[config.mk]
export PLATFORM = sky130hd
export DESIGN_NAME = mem_access_ctrl_flat
export DESIGN_NICKNAME = d
export VERILOG_FILES = /design/src/rtl/mem_access_ctrl_pkg.sv /design/src/rtl/mem_access_ctrl_if.sv /design/src/rtl/mem_access_ctrl_load_lane_ext.sv /design/src/rtl/mem_access_ctrl.sv /design/src/flat_wrapper.sv
export SDC_FILE = /design/constraint.sdc
export NUM_CORES = 1
export LEC_CHECK = 0
export ABC_AREA = 1
export CAP_MARGIN = 20
export CELL_PAD_IN_SITES_DETAIL_PLACEMENT = 0
export CELL_PAD_IN_SITES_GLOBAL_PLACEMENT = 1
export CORE_UTILIZATION = 29
export DETAILED_ROUTE_END_ITERATION = 8
export GPL_TIMING_DRIVEN = 1
export PLACE_DENSITY_LB_ADDON = 0.1
export SETUP_SLACK_MARGIN = 0.1
export SKIP_CTS_REPAIR_TIMING = 1
export SYNTH_ARGS = -nofsm -noshare
export SYNTH_HDL_FRONTEND = slang
export SYNTH_SLANG_ARGS = --single-unit
export TNS_END_PERCENT = 10
[constraint.sdc]
create_clock -name clk -period 3.74 [get_ports clk]
set_input_delay 0.561 -clock clk [delete_from_list [all_inputs] [get_ports clk]]
set_output_delay 0.561 -clock clk [all_outputs]
set_load 0.005 [all_outputs]
[src/rtl/mem_access_ctrl_pkg.sv]
// rtl/mem_access_ctrl_pkg.sv - shared op codes, FSM state and access-size helpers.
package mem_access_ctrl_pkg;

  localparam logic [2:0] OP_W  = 3'b000;
  localparam logic [2:0] OP_B  = 3'b001;
  localparam logic [2:0] OP_BU = 3'b010;
  localparam logic [2:0] OP_H  = 3'b011;
  localparam logic [2:0] OP_HU = 3'b100;

  typedef enum logic [1:0] {ST_IDLE, ST_BUSY, ST_RESP} state_e;
  typedef enum logic [1:0] {SZ_W, SZ_B, SZ_H} size_e;

  // Undefined op codes fall back to word accesses.
  function automatic size_e op_size(input logic [2:0] op);
    case (op)
      OP_B, OP_BU: op_size = SZ_B;
      OP_H, OP_HU: op_size = SZ_H;
      default:     op_size = SZ_W;
    endcase
  endfunction

endpackage

[src/rtl/mem_access_ctrl_if.sv]
// rtl/mem_access_ctrl_if.sv - pipeline request/response and data-memory bus signals.
interface mem_access_ctrl_if;
  logic        req_valid;
  logic        req_we;
  logic [2:0]  req_op;
  logic [31:0] req_addr;
  logic [31:0] req_wdata;
  logic        req_ready;
  logic        resp_valid;
  logic [31:0] resp_rdata;
  logic        resp_adel;
  logic        resp_ades;
  logic        resp_buserr;
  logic        bus_req;
  logic        bus_we;
  logic [31:0] bus_addr;
  logic [3:0]  bus_be;
  logic [31:0] bus_wdata;
  logic        bus_ack;
  logic [31:0] bus_rdata;

  modport slave (
    input  req_valid, req_we, req_op, req_addr, req_wdata, bus_ack, bus_rdata,
    output req_ready, resp_valid, resp_rdata, resp_adel, resp_ades, resp_buserr,
           bus_req, bus_we, bus_addr, bus_be, bus_wdata
  );

  modport master (
    output req_valid, req_we, req_op, req_addr, req_wdata, bus_ack, bus_rdata,
    input  req_ready, resp_valid, resp_rdata, resp_adel, resp_ades, resp_buserr,
           bus_req, bus_we, bus_addr, bus_be, bus_wdata
  );
endinterface

[src/rtl/mem_access_ctrl_load_lane_ext.sv]
// rtl/mem_access_ctrl_load_lane_ext.sv - picks the load lane out of a bus word and extends it.
module load_lane_ext
  import mem_access_ctrl_pkg::*;
(
  input  logic [31:0] word_i,
  input  logic [1:0]  addr_lo_i,
  input  logic [2:0]  op_i,
  output logic [31:0] data_o
);

  logic [31:0] byte_sh;
  logic [15:0] half;

  always_comb begin
    byte_sh = word_i >> {addr_lo_i, 3'b000};
    half    = addr_lo_i[1] ? word_i[31:16] : word_i[15:0];
    data_o  = word_i;
    case (op_size(op_i))
      SZ_B: data_o = (op_i == OP_B) ? {{24{byte_sh[7]}}, byte_sh[7:0]} : {24'b0, byte_sh[7:0]};
      SZ_H: data_o = (op_i == OP_H) ? {{16{half[15]}}, half} : {16'b0, half};
      default: data_o = word_i;
    endcase
  end

endmodule

[src/rtl/mem_access_ctrl.sv]
// rtl/mem_access_ctrl.sv - sequences MEM-stage loads/stores onto the multi-cycle data bus
// with alignment checks, lane steering, ack timeout and a ready/valid stall.
module mem_access_ctrl
  import mem_access_ctrl_pkg::*;
#(
  parameter int TIMEOUT = 16,
  parameter int CNT_W   = 5
) (
  input logic               clk,
  input logic               reset,
  mem_access_ctrl_if.slave  io
);

  localparam logic [CNT_W-1:0] TO_LAST = CNT_W'((TIMEOUT == 0) ? 0 : TIMEOUT - 1);

  state_e           state_q;
  logic [2:0]       op_q;
  logic             we_q;
  logic [1:0]       lo_q;
  logic [CNT_W-1:0] cnt_q;
  logic             ready_q, resp_valid_q, adel_q, ades_q, buserr_q;
  logic [31:0]      rdata_q;
  logic             bus_req_q, bus_we_q;
  logic [31:0]      bus_addr_q, bus_wdata_q;
  logic [3:0]       bus_be_q;

  logic [3:0]  be_d;
  logic [31:0] wdata_d;
  logic [31:0] ext_d;
  logic        misal_d;
  size_e       sz_d;

  always_comb begin
    sz_d    = op_size(io.req_op);
    be_d    = 4'b1111;
    wdata_d = io.req_wdata;
    misal_d = 1'b0;
    case (sz_d)
      SZ_B: begin
        be_d    = 4'b0001 << io.req_addr[1:0];
        wdata_d = {4{io.req_wdata[7:0]}};
      end
      SZ_H: begin
        be_d    = io.req_addr[1] ? 4'b1100 : 4'b0011;
        wdata_d = {2{io.req_wdata[15:0]}};
        misal_d = io.req_addr[0];
      end
      default: misal_d = (io.req_addr[1:0] != 2'b00);
    endcase
  end

  load_lane_ext u_ext (
    .word_i    (io.bus_rdata),
    .addr_lo_i (lo_q),
    .op_i      (op_q),
    .data_o    (ext_d)
  );

  always_ff @(posedge clk or posedge reset) begin
    if (reset) begin
      state_q      <= ST_IDLE;
      op_q         <= OP_W;
      we_q         <= 1'b0;
      lo_q         <= 2'b00;
      cnt_q        <= '0;
      ready_q      <= 1'b1;
      resp_valid_q <= 1'b0;
      adel_q       <= 1'b0;
      ades_q       <= 1'b0;
      buserr_q     <= 1'b0;
      rdata_q      <= '0;
      bus_req_q    <= 1'b0;
      bus_we_q     <= 1'b0;
      bus_addr_q   <= '0;
      bus_be_q     <= '0;
      bus_wdata_q  <= '0;
    end else begin
      case (state_q)
        ST_IDLE: begin
          if (io.req_valid && ready_q) begin
            ready_q <= 1'b0;
            if (misal_d) begin
              state_q      <= ST_RESP;
              resp_valid_q <= 1'b1;
              adel_q       <= !io.req_we;
              ades_q       <= io.req_we;
            end else begin
              state_q     <= ST_BUSY;
              op_q        <= io.req_op;
              we_q        <= io.req_we;
              lo_q        <= io.req_addr[1:0];
              cnt_q       <= '0;
              bus_req_q   <= 1'b1;
              bus_we_q    <= io.req_we;
              bus_addr_q  <= {io.req_addr[31:2], 2'b00};
              bus_be_q    <= io.req_we ? be_d : 4'b1111;
              bus_wdata_q <= io.req_we ? wdata_d : 32'b0;
            end
          end
        end
        ST_BUSY: begin
          // Ack is checked first so a same-cycle ack beats the timeout.
          if (io.bus_ack || (TIMEOUT != 0 && cnt_q == TO_LAST)) begin
            state_q      <= ST_RESP;
            resp_valid_q <= 1'b1;
            buserr_q     <= !io.bus_ack;
            rdata_q      <= (io.bus_ack && !we_q) ? ext_d : 32'b0;
            bus_req_q    <= 1'b0;
            bus_we_q     <= 1'b0;
            bus_addr_q   <= '0;
            bus_be_q     <= '0;
            bus_wdata_q  <= '0;
          end else begin
            cnt_q <= cnt_q + 1'b1;
          end
        end
        ST_RESP: begin
          state_q      <= ST_IDLE;
          ready_q      <= 1'b1;
          resp_valid_q <= 1'b0;
          adel_q       <= 1'b0;
          ades_q       <= 1'b0;
          buserr_q     <= 1'b0;
          rdata_q      <= '0;
        end
        default: begin
          state_q <= ST_IDLE;
          ready_q <= 1'b1;
        end
      endcase
    end
  end

  assign io.req_ready   = ready_q;
  assign io.resp_valid  = resp_valid_q;
  assign io.resp_rdata  = rdata_q;
  assign io.resp_adel   = adel_q;
  assign io.resp_ades   = ades_q;
  assign io.resp_buserr = buserr_q;
  assign io.bus_req     = bus_req_q;
  assign io.bus_we      = bus_we_q;
  assign io.bus_addr    = bus_addr_q;
  assign io.bus_be      = bus_be_q;
  assign io.bus_wdata   = bus_wdata_q;

endmodule

[src/flat_wrapper.sv]
// flat-port wrapper written by rule: the top's interface ports become plain ports
module mem_access_ctrl_flat import mem_access_ctrl_pkg::*;
#(
  parameter int TIMEOUT = 16,
  parameter int CNT_W   = 5
)
  (clk, reset, io_req_valid, io_req_we, io_req_op, io_req_addr, io_req_wdata, io_bus_ack, io_bus_rdata, io_req_ready, io_resp_valid, io_resp_rdata, io_resp_adel, io_resp_ades, io_resp_buserr, io_bus_req, io_bus_we, io_bus_addr, io_bus_be, io_bus_wdata);
  mem_access_ctrl_if io_i ();
  input logic clk;
  input logic reset;
  input wire logic [$bits(io_i.req_valid)-1:0] io_req_valid;
  input wire logic [$bits(io_i.req_we)-1:0] io_req_we;
  input wire logic [$bits(io_i.req_op)-1:0] io_req_op;
  input wire logic [$bits(io_i.req_addr)-1:0] io_req_addr;
  input wire logic [$bits(io_i.req_wdata)-1:0] io_req_wdata;
  input wire logic [$bits(io_i.bus_ack)-1:0] io_bus_ack;
  input wire logic [$bits(io_i.bus_rdata)-1:0] io_bus_rdata;
  output wire logic [$bits(io_i.req_ready)-1:0] io_req_ready;
  output wire logic [$bits(io_i.resp_valid)-1:0] io_resp_valid;
  output wire logic [$bits(io_i.resp_rdata)-1:0] io_resp_rdata;
  output wire logic [$bits(io_i.resp_adel)-1:0] io_resp_adel;
  output wire logic [$bits(io_i.resp_ades)-1:0] io_resp_ades;
  output wire logic [$bits(io_i.resp_buserr)-1:0] io_resp_buserr;
  output wire logic [$bits(io_i.bus_req)-1:0] io_bus_req;
  output wire logic [$bits(io_i.bus_we)-1:0] io_bus_we;
  output wire logic [$bits(io_i.bus_addr)-1:0] io_bus_addr;
  output wire logic [$bits(io_i.bus_be)-1:0] io_bus_be;
  output wire logic [$bits(io_i.bus_wdata)-1:0] io_bus_wdata;
  assign io_i.req_valid = io_req_valid;
  assign io_i.req_we = io_req_we;
  assign io_i.req_op = io_req_op;
  assign io_i.req_addr = io_req_addr;
  assign io_i.req_wdata = io_req_wdata;
  assign io_i.bus_ack = io_bus_ack;
  assign io_i.bus_rdata = io_bus_rdata;
  assign io_req_ready = io_i.req_ready;
  assign io_resp_valid = io_i.resp_valid;
  assign io_resp_rdata = io_i.resp_rdata;
  assign io_resp_adel = io_i.resp_adel;
  assign io_resp_ades = io_i.resp_ades;
  assign io_resp_buserr = io_i.resp_buserr;
  assign io_bus_req = io_i.bus_req;
  assign io_bus_we = io_i.bus_we;
  assign io_bus_addr = io_i.bus_addr;
  assign io_bus_be = io_i.bus_be;
  assign io_bus_wdata = io_i.bus_wdata;
  mem_access_ctrl #(.TIMEOUT(TIMEOUT), .CNT_W(CNT_W)) u_core (.clk(clk), .reset(reset), .io(io_i));
endmodule
* Word level (Yosys, flattened, before mapping)
Cells that the tools add are included.
** Storage, ports and cells
- Bits in registers :: 120
- Input port bits :: 104
- Word-level logic and storage cells :: 120
** Cells by class
- $add $sub $neg :: 1
- Equal/unequal tests :: 20
- Shift-type cells :: 2
- Multiplexer cells :: 55
- Bitwise logic cells :: 2
- Reductions and logical operators :: 24
** Operators with widths (number)
- $mux 32 :: 10
- $pmux 32 s2 :: 5
- $shr 32x5->8 :: 1
- $mux 4 :: 5
- $mux 16 :: 1
- $pmux 4 s2 :: 2
- $mux 5 :: 3
- $mux 1 :: 14
- $pmux 1 s2 :: 7
- $eq 3x2->1 const B :: 4
- $pmux 2 s2 :: 3
- $reduce_and 4->1 :: 3
- $pmux 5 s2 :: 1
- $reduce_bool 2->1 :: 4
- $reduce_or 2->1 :: 4
- $eq 2x1->1 const B :: 3
- $eq 2x2->1 const B :: 3
- $eq 3x1->1 const B :: 2
- $eq 3x3->1 const B :: 2
- $mux 2 :: 3
- $ne 2x1->1 const B :: 3
- $reduce_and 2->1 :: 3
- $reduce_and 3->1 :: 2
- $add 5x1->5 const B :: 1
- 10 further kinds :: 15

* Depth between registers and ports, before layout
- Word-level depth :: 9
- Gate-level depth with buffers :: 14
- Mapped depth without buffers :: 12

* By module
From an unflattened synthesis, not the netlist that was laid out.
** Unflattened totals
- Cells, all modules :: 975
- Area total of the unflattened synthesis :: 6767.7 um^2
** By module, submodules not included
- mem_access_ctrl :: times used 1, cells each 773, area an instance 5863.1 um^2
- load_lane_ext :: times used 1, cells each 202, area an instance 904.6 um^2

* Worst setup path before layout
Ideal clock, no wire load.
- Kind :: input -> register
- From :: input io_req_op[0]
- To :: register u_core.bus_addr_q[11], in the netlist u_core.io.bus_addr[11]
- Setup time :: 0.065 ns
- Data arrival time :: 1.953 ns
- Data required time :: 3.675 ns
- Path slack :: 1.722 ns
- Cell stages on the path :: 11
- Cell sequence :: a21oi_1 > nand2_1 > ha_1 > inv_2 > nand2_1 > nand2_1 > nand2_1 > inv_2 > clkbuf_1 > nand3_1 > nand2_1
** On the way
- Word-level cells in the longest chain between the ends :: 7
- Elaborated cells between the ends (all ways) :: 12
** RTL lines
- start, declared :: line flat_wrapper.sv:13 : input wire logic [$bits(io_i.req_op)-1:0] io_req_op;
- $eq 3x2->1 (tied with other cells) :: line mem_access_ctrl_pkg.sv:15 : case (op)
- $reduce_or 2->1 :: line mem_access_ctrl_pkg.sv:15
- $pmux 2 s2 (*) :: line mem_access_ctrl_pkg.sv:15
- $eq 2x2->1 / $eq 2x1->1 (equally long branches) :: line mem_access_ctrl.sv:38 : case (sz_d)
- $pmux 1 s2 (*) :: line mem_access_ctrl.sv:38
- $ne 2x2->1 (no source line) (*)
- $reduce_and 4->1 (no source line) (*)
- end signal, assigned :: line mem_access_ctrl.sv:95 : bus_addr_q <= {io.req_addr[31:2], 2'b00};
- end, declared :: line mem_access_ctrl.sv:24 : logic [31:0] bus_addr_q, bus_wdata_q;
Every way passes the cells marked *; elsewhere a longest branch is shown, timed or not.
A chain may end at the register's enable or synchronous reset.

* Final worst setup path
- From :: register u_core.op_q[1]
- To :: register u_core.rdata_q[23], in the netlist u_core.io.resp_rdata[23]
** On the way
- Word-level cells in the longest chain between the ends :: 8
- Elaborated cells between the ends (all ways) :: 15
** RTL lines
- start, declared :: line mem_access_ctrl.sv:17 : logic [2:0] op_q;
- start signal, assigned :: line mem_access_ctrl.sv:89 : op_q <= io.req_op;
- $eq 3x2->1 (tied with other cells) :: line mem_access_ctrl_pkg.sv:15, mem_access_ctrl_load_lane_ext.sv:20
- $reduce_or 2->1 :: line mem_access_ctrl_pkg.sv:15
- $pmux 2 s2 :: line mem_access_ctrl_pkg.sv:15
- $eq 2x2->1 / $eq 2x1->1 (equally long branches) :: line mem_access_ctrl_load_lane_ext.sv:18 : case (op_size(op_i))
- $pmux 32 s2 (*) :: line mem_access_ctrl_load_lane_ext.sv:18
- $mux 32 (*) :: line mem_access_ctrl.sv:107 : rdata_q <= (io.bus_ack && !we_q) ? ext_d : 32'b0;
- $mux 32 (*) :: line mem_access_ctrl.sv:103 : if (io.bus_ack || (TIMEOUT != 0 && cnt_q == TO_LAST)) begin
- $pmux 32 s2 (*) :: line mem_access_ctrl.sv:78 : case (state_q)
- end signal, assigned :: line mem_access_ctrl.sv:107
- end, declared :: line mem_access_ctrl.sv:22 : logic [31:0] rdata_q;
Every way passes the cells marked *; elsewhere a longest branch is shown, timed or not. The select of a mux whose other input is x is not followed.

==> qor.txt <==
Status - finished clean
Clk slew on worst S/H paths - 60 ps
Worst EP required - 4040 ps
Antenna violations before repair - 0
Crit path DAT - 2760 ps
Synthesis-to-layout area growth - 49.77%
CTS Sinks - 118
Diodes inserted - 0
Final wirelength - 19.35 mm
Slew @ Worst Pin - 573.1 ps
Max H-tree Level - 4
CTS Buffer Depth - 2
Routed len/inst - 15.42 microns
Final Hold Viols - 0
CTS tree - done
Final TNS setup - 0 ps
Die Ht - 145.1 microns
Slew headroom - 0.6171
Endpoint class of the critical path - flop
Layout cells sized above 1 - 0.06061
Fin crit share - 0.6564
Total Power - 3417 uW
Max cap viols - 0
# rows - 51
Clock Latency Late Sink - 420 ps
Worst R2R Path Depth - 11
Dpl hpwl - 13.84 mm
Pre-CTS WS - 868.8 ps
Static Leakage - 0.004230 uW
Slew Viols, Final - 0
Die boundary width - 145.1 microns
Final Skew - 10.12 ps
FF-to-FF Start - u_core.op_q[1]$_DFFE_PP0P_
Placed instance area - 8237 sq um
DR vias/cell - 4.566
DRC Markers - 0
Vias post-DR - 5,730
R2R setup slack - 1290 ps
Syn Inst Count - 778
Pwr dens - 384.2 nW/um^2
Port Buffer Count - 208
Hold Crit Start - u_core.io.resp_rdata[15]$_DFFE_PP0P_
GPL Wtd Cong - 0.8143
Starting Density - 0.3002
Post-synth EDFFs - 0
Layout Nets - 1,087
Synth Register Bits - 118
Die Area - 21,050 sq um
Largest net degree at the start of global routing - 44
Top-Level Pins - 211
Final instance area - 8894 sq um
Count leader, synth - nand2_1
Setup CP Type - flop to flop
Worst setup SP type - flop
Vias in the first global route - 5,541
Root Buffer - clkbuf_16
Core area - 19,780 sq um
Total GRT Usage - 0.1888
Top cells by area, synth - dfrtp_1, nand2_1, nand3_1
Maximum clock rate - 407.3 MHz
Dominant cell type by area after synthesis - dfrtp_1
Share of synthesized registers carrying an async set or reset - 1.000
Avg Inst Size Synth - 7.633 sq um
Maximum fanout along the worst path - 25
Num CTS Buffers - 17
Hold Path Stages - 2
Drt pass-1 iters - 4
Post-synth top area share - 0.4930
Yosys cell types - 32
Seq/Total Area, Yosys - 0.4975
Final min period - 2455 ps
Worst-case vdd ir drop - 0.2990 mV
Main synth FF type - dfrtp_1
Fin worst setup slack - 1285 ps
Top cell types by occurrence after synthesis - nand2_1, dfrtp_1, nand3_1
Detail Route Antenna Nets - 0
Hold Path End - u_core.io.resp_rdata[15]$_DFFE_PP0P_
Hold Path Class - flop to flop
RSZ-0062 raised after global routing - no
DRT iter0 DRCs - 329
First-pass GRT wire length - 30.99 mm
# setup viols final - 0
Worst r2r dst - u_core.io.resp_rdata[23]$_DFFE_PP0P_
Post-synthesis cell area - 5938 sq um
Yosys warns - 0
Final Util - 0.4496
Gr ovfl total - 0
[metrics by stage]
step / hold slack, ps / std cells
finish: 475.5 / 1255
global route: 495.0 / 1255
CTS: 480.4 / 1255
detailed placement: 463.1 / 1223
global placement: 462.5 / 1223
floorplan: 449.8 / 779
[per-layer routing]
metal	routed length, microns	GRT usage	vias up
li1	-	-	2913
met1	9307	0.2616	2645
met2	8776	0.2882	158
met3	1076	0.05031	14
met4	188	0.05158	0
met5	0	0	-
[report_power, final]
group	total, uW	internal [uW]	switching, uW
registers	1280	1280	0
logic	310	145	165
clock network	1830	1220	609
total	3420	2640	774
[logic make-up (layout without fill, tap and decap cells)]
family | Yosys count | after routing | share of synthesized area
AND/OR/NAND/NOR | 455 | 455 | 0.3137
flip-flops | 118 | 118 | 0.4975
buffers and inverters | 93 | 304 | 0.07269
adder cells (fa/ha/maj) | 6 | 6 | 0.01264
other | 1 | 2 | 0.0006315
AO/OA/AOI/OAI | 105 | 105 | 0.1028
[flip-flops by register name, summed over array words and instances (netlist names), 2 cells and up]
signal and cells:
u_core.lo_q 2, u_core.cnt_q 5, u_core.state_q 2, u_core.io.bus_addr 30, u_core.io.resp_rdata 32, u_core.io.bus_be 4
u_core.op_q 3, u_core.io.bus_wdata 32
[area by class of cell]
type | instances | area (sq um)
Timing Repair Buffer | 223 | 2207
Clock inverter | 11 | 196.4
Multi-Input combinational cell | 568 | 2556
Fill cell | 2043 | 10890
Sequential cell | 118 | 2954
Tap cell | 265 | 331.6
Inverter | 49 | 187.7
Clock buffer | 21 | 460.4
[cells in the final DEF (no fill, tap or decap), types with 2 or more instances in the layout]
| cell | Yosys | layout |
|---|---|---|
| conb_1 | 1 | 2 |
| a21oi_1 | 21 | 21 |
| clkbuf_1 | 21 | 2 |
| inv_1 | 43 | 42 |
| o2111ai_1 | 8 | 8 |
| bufinv_16 | 0 | 5 |
| clkinvlp_4 | 0 | 3 |
| clkbuf_8 | 0 | 2 |
| ha_1 | 6 | 6 |
| clkbuf_16 | 0 | 17 |
| buf_4 | 2 | 14 |
| clkdlybuf4s50_1 | 0 | 208 |
| a31oi_1 | 2 | 2 |
| nand3_1 | 88 | 88 |
| nand2_1 | 320 | 320 |
| o21ai_1 | 29 | 29 |
| dfrtp_1 | 117 | 117 |
| o211ai_1 | 17 | 17 |
| inv_2 | 5 | 5 |
| clkinv_4 | 0 | 2 |
| nor2_1 | 39 | 39 |
| o21ai_0 | 24 | 24 |
| nand2_2 | 2 | 2 |
[worst max path at each step]
stage	startpoint	end	slack, ps
2_1_floorplan	io_req_op[0]	u_core.io.bus_addr[11]$_DFFE_PP0P_	1720
3_3_place_gp	io_req_op[1]	u_core.io.bus_wdata[22]$_DFFE_PP0P_	940
3_5_place_dp	io_req_op[1]	u_core.io.bus_wdata[22]$_DFFE_PP0P_	870
4_1_cts	u_core.op_q[1]$_DFFE_PP0P_	u_core.io.resp_rdata[31]$_DFFE_PP0P_	1240
5_1_grt	u_core.op_q[1]$_DFFE_PP0P_	u_core.io.resp_rdata[26]$_DFFE_PP0P_	980
6_report	u_core.op_q[1]$_DFFE_PP0P_	u_core.io.resp_rdata[23]$_DFFE_PP0P_	1290
[worst max-delay path: stages, from the launching register on]
cell	delay, ps
dfrtp_1	440
nor2_1	120
inv_1	50
o21ai_0	230
ha_1	280
buf_4	220
inv_2	340
nand2_1	130
nand2_1	90
nand2_2	220
nand2_1	160
nand2_1	60
Note: power is estimated with default switching activity, not from simulation.
